File: config.mk
export PLATFORM = sky130hd
export DESIGN_NAME = sram_req_bridge
export DESIGN_NICKNAME = d
export VERILOG_FILES = /design/src/rtl/sram_req_bridge.sv
export SDC_FILE = /design/constraint.sdc
export NUM_CORES = 1
export LEC_CHECK = 0
export CORE_MARGIN = 3
export CORE_UTILIZATION = 30
export CTS_BUF_LIST = sky130_fd_sc_hd__clkbuf_8
export DETAILED_ROUTE_END_ITERATION = 8
export PLACE_DENSITY_LB_ADDON = 0.3
export REMOVE_ABC_BUFFERS = 1
export SYNTH_ARGS = -nofsm -noshare
export SYNTH_HDL_FRONTEND = slang
export SYNTH_SLANG_ARGS = --single-unit
File: constraint.sdc
create_clock -name clk_i -period 12.27 [get_ports clk_i]
set_input_delay 2.454 -clock clk_i [delete_from_list [all_inputs] [get_ports clk_i]]
set_output_delay 2.454 -clock clk_i [all_outputs]
set_load 0.02 [all_outputs]
File: src/rtl/sram_req_bridge.sv
// sram_req_bridge: initiator side of an sram_if port.
// Turns a valid/ready request stream into single-cycle SRAM accesses and
// returns read data, in issue order, through a small credit-managed FIFO.
module sram_req_bridge #(
  parameter int unsigned BIT_WIDTH  = 64,
  parameter int unsigned WORD_DEPTH = 512,
  parameter int unsigned RSP_DEPTH  = 3
) (
  input  logic                          clk_i,
  input  logic                          rst_n_i,
  // request stream
  input  logic                          req_valid_i,
  output logic                          req_ready_o,
  input  logic                          req_we_i,
  input  logic [BIT_WIDTH/8-1:0]        req_bm_i,
  input  logic [$clog2(WORD_DEPTH)-1:0] req_addr_i,
  input  logic [BIT_WIDTH-1:0]          req_wdata_i,
  // response stream
  output logic                          rsp_valid_o,
  input  logic                          rsp_ready_i,
  output logic [BIT_WIDTH-1:0]          rsp_rdata_o,
  // SRAM side
  output logic                          sram_en_o,
  output logic                          sram_wen_o,
  output logic [BIT_WIDTH/8-1:0]        sram_bm_o,
  output logic [$clog2(WORD_DEPTH)-1:0] sram_addr_o,
  output logic [BIT_WIDTH-1:0]          sram_dat_o,
  input  logic [BIT_WIDTH-1:0]          sram_dat_i
);

  // Pointer, count and occupancy widths; RSP_DEPTH need not be a power of two.
  localparam int unsigned PW = (RSP_DEPTH > 1) ? $clog2(RSP_DEPTH) : 1;
  localparam int unsigned CW = $clog2(RSP_DEPTH + 1);
  localparam int unsigned OW = CW + 1;

  logic                 alive_q,       alive_d;
  logic                 rd_inflight_q, rd_inflight_d;
  logic [CW-1:0]        count_q,       count_d;
  logic [PW-1:0]        wr_ptr_q,      wr_ptr_d;
  logic [PW-1:0]        rd_ptr_q,      rd_ptr_d;
  logic [BIT_WIDTH-1:0] mem_q [RSP_DEPTH];

  logic          fire;
  logic          push;
  logic          pop;
  logic          rd_credit;
  logic [OW-1:0] occupancy;

  // Pointer increment with wrap at RSP_DEPTH.
  function automatic logic [PW-1:0] ptr_inc(input logic [PW-1:0] p);
    if (p == PW'(RSP_DEPTH - 1)) begin
      return '0;
    end
    return p + PW'(1);
  endfunction

  // Handshake, credit and SRAM command path.
  always_comb begin
    occupancy   = OW'(count_q) + OW'(rd_inflight_q);
    rd_credit   = (occupancy < OW'(RSP_DEPTH));
    // Read credit uses only registered state, so rsp_ready_i never reaches req_ready_o.
    req_ready_o = alive_q & (req_we_i | rd_credit);
    fire        = req_valid_i & req_ready_o;
    sram_en_o   = fire;
    sram_wen_o  = req_we_i;
    sram_bm_o   = req_bm_i;
    sram_addr_o = req_addr_i;
    sram_dat_o  = req_wdata_i;
  end

  // Response FIFO status and head data.
  always_comb begin
    rsp_valid_o = (count_q != '0);
    rsp_rdata_o = mem_q[rd_ptr_q];
    push        = rd_inflight_q;
    pop         = rsp_valid_o & rsp_ready_i;
  end

  // Next-state for in-flight flag, FIFO count and pointers.
  always_comb begin
    alive_d       = 1'b1;
    rd_inflight_d = fire & ~req_we_i;
    count_d       = count_q;
    wr_ptr_d      = wr_ptr_q;
    rd_ptr_d      = rd_ptr_q;

    if (push) begin
      wr_ptr_d = ptr_inc(wr_ptr_q);
    end
    if (pop) begin
      rd_ptr_d = ptr_inc(rd_ptr_q);
    end
    unique case ({push, pop})
      2'b10:   count_d = count_q + CW'(1);
      2'b01:   count_d = count_q - CW'(1);
      default: count_d = count_q;
    endcase
  end

  // Control state registers; reset drops any in-flight read.
  always_ff @(posedge clk_i or negedge rst_n_i) begin
    if (!rst_n_i) begin
      alive_q       <= 1'b0;
      rd_inflight_q <= 1'b0;
      count_q       <= '0;
      wr_ptr_q      <= '0;
      rd_ptr_q      <= '0;
    end else begin
      alive_q       <= alive_d;
      rd_inflight_q <= rd_inflight_d;
      count_q       <= count_d;
      wr_ptr_q      <= wr_ptr_d;
      rd_ptr_q      <= rd_ptr_d;
    end
  end

  // FIFO storage captures SRAM read data the cycle after a read fire.
  always_ff @(posedge clk_i) begin
    if (push) begin
      mem_q[wr_ptr_q] <= sram_dat_i;
    end
  end

  // Credit accounting must make overflow impossible.
  a_no_overflow : assert property (@(posedge clk_i) disable iff (!rst_n_i)
    push |-> ((count_q != CW'(RSP_DEPTH)) || pop));

endmodule
==> summary.txt <==
Layout
  • Most common cell after layout, fill and taps aside: edfxtp_1
  • Final core occ: 0.3627
  • Nets: 736
  • Share of layout cells above drive strength 1: 0.07383
  • Synthesis-to-layout area growth: 17.48%
  • Antenna Cells: 0
  • Most frequent cells in the layout: 192 x edfxtp_1, 136 x clkdlybuf4s50_1, 67 x nand2_1

Global route
  • Initial antenna violation count: 0
  • Vias in the first global route: between 4000 and 5000
  • Largest net degree at the start of global routing: 75
  • GRT overflow: 0
  • First-pass GRT wire length: 29390 um
  • GRT Total Usage: 0.1426

Worst setup path
  • Stages on the worst setup path: 4
  • Most Frequent Cell on Critical Path: clkdlybuf4s50_1
  • Crit path largest cell delay: slightly above 600 ps
  • Crit-path slowest cell: clkdlybuf4s50_1
  • Kind of critical path: in2out
  • CP required: between 9000 and 10000 ps
  • Crit path capture type: primary output
  • CP top delay family: buffers and inverters
  • Flop-to-flop setup slack: roughly 11000 ps
  • CP max FO: 3
  • Worst reg2reg path depth: 3
  • CP arrival: about 3800 ps
  • Bufs and invs on worst path: 2
  • CP startpoint kind: input pin
  • Sequence of cells on the critical path: clkdlybuf4s50_1 -> nor2_1 -> nor2b_1 -> clkdlybuf4s50_1

Timing
  • Minimum clock period after layout: slightly above 6000 ps
  • Final hold vios: 0
  • Max-slew violations: 0
  • Clock skew: 8.837 ps
  • Final setup fails: 0
  • F_max: around 160 MHz
  • Crit share post-route: 0.5055
  • Worst slew margin: 0.3593
  • Post-route setup TNS: 0 ps
  • Worst-margin pin slew: around 960 ps
  • RSZ-0062 raised after global routing: false

Yosys
  • Number of flops mapped to enable cells by yosys: approximately 190
  • Post-Synthesis Cells: 525
  • Dominant synthesized flop cell: edfxtp_1
  • Mapped Area: 0.008158 sq mm
  • Seq/Total Area, Yosys: 0.7313
  • Post-synth ARST share: 0.04000
  • Synth Area per Inst: 15.54 sq um
  • Yosys cell types: 25
  • Yosys warns: 0
  • #FFs+latches synth: 200

Power
  • PwrDens: just under 200 mW/mm^2
  • Leak: around 0.0032 uW
  • Max VDD drop: slightly above 0.00007 V

Floorplanning
  • # rows: 59
  • Initial core utilization: 0.3087
  • Die X: ~170 um
  • Die Span Y: approximately 170 um
  • Core area: 0.02643 sq mm
  • Die area: a little under 0.03 sq mm
  • I/O pin count: 299

Route
  • Routed len/inst: around 23 um
  • Remaining DRCs: 0
  • DRT Pass-1 Iters: 4
  • Routed Antenna Nets: 0
  • Vias: about 4300
  • Total wire length: approximately 21000 um
  • Initial drt markers: roughly 240
  • Routed via count divided by cell count: 4.569

Flow run
  • Max-Cap Viols: 0

Place
  • Port buffer count: 136
  • DP Wirelength: about 15000 um
  • Routability cong.: between 0.6 and 0.7

Outcome
  • Status: completed

Worst hold path
  • Hold depth: 1
  • HP Class: reg2reg

Clocking
  • CTS resizes: 0
  • CTS Sinks: 200
  • Root Buffer: clkbuf_8
  • TritonCTS clock tree: yes
  • # H-tree levels: 4
  • Buffer depth of the longest clock path: 2
  • Clk Latency, worst-skew pair: roughly 450 ps
  • Post-CTS Setup Bufs: 0
  • CTS buffer count: 17
  • Hold_buf cts: 0
  • Clock slew at reported path FFs: 100 ps
-- flip-flops by register name (all words and copies together) (netlist names) --
signal,count
wr_ptr_q,2
alive_q,1
push,1
count_q,2
mem_q,192
rd_ptr_q,2
-- cells by family (layout without fill, tap and decap cells) --
| group | count (synthesis) | count (layout) | share of synthesized area |
|---|---|---|---|
| xor gates and xnor gates | 3 | 3 | 0.003221 |
| other | 1 | 1 | 0.0004597 |
| AOI/OAI and AO/OA | 70 | 70 | 0.04386 |
| muxes | 64 | 64 | 0.07853 |
| buffers and inverters | 106 | 177 | 0.09939 |
| and+or+nand+nor | 78 | 78 | 0.03865 |
| DFF | 200 | 200 | 0.7313 |
| adders and majority gates | 3 | 3 | 0.004602 |
-- worst reg2reg max path, delay by kind of cell, from the launching register on --
family	cells	cell delay, ps
buffers and inverters	1	730
flip-flops	1	430
AND/OR/NAND/NOR	2	190
-- per-layer routing --
metal,GRT usage,vias up,wire length [um]
met3,0.1289,24,3714
met4,0.03149,8,210
met2,0.1757,275,7983
li1,-,1936,-
met5,0.09365,-,304
met1,0.1746,2011,8803
-- cell type report --
cell class | instances | area (sq um)
clock buffer | 17 | 234.0
clock inverter | 15 | 137.6
fill | 2508 | 16840
inverter | 2 | 7.507
multi-input combinational | 219 | 1399
sequential | 200 | 5973
tap | 335 | 419.2
timing repair buffer | 143 | 1414
-- final timing paths --
check | startpoint | to
max | req_we_i | req_ready_o
min reg2reg | count_q[1] | count_q[1]
min | count_q[1] | count_q[1]
max in group asynchronous | rst_n_i | rd_ptr_q[0]
max reg2reg | wr_ptr_q[0] | mem_q[1][29]
min in group asynchronous | rst_n_i | push
-- metrics by stage --
stage,cells,setup slack [ps],total power (uW),hold WS (ps),area [sq um]
after floorplan,421,6580,1229,482.9,7355
after global placement,899,6067,1521,508.2,9213
after detailed placement,899,6047,1528,514.5,9213
after CTS,931,6047,1924,536.7,9584
after global routing,931,6005,1995,585.7,9584
final,931,6067,1888,528.5,9584
-- Yosys cell counts, types with 3 or more instances --
cell type  count  area [sq um]
edfxtp_1     192          5766
nor2_1         4         15.01
o21ai_0       37         185.2
nand2_1       67         251.5
dfrtp_1        8         200.2
mux2i_1       64         640.6
buf_12         4         80.08
o21ai_1       29         145.1
buf_2          8         40.04
ha_1           3         37.54
clkbuf_1       6         22.52
a21o_1         3         22.52
buf_6          4         45.04
buf_4         82         615.6
-- power by group --
part           total, uW  internal, uW  switching (uW)
Clock                390           149             241
Sequential           859           798            60.5
Combinational        639           301             339
(Power assumes the default switching activity.)
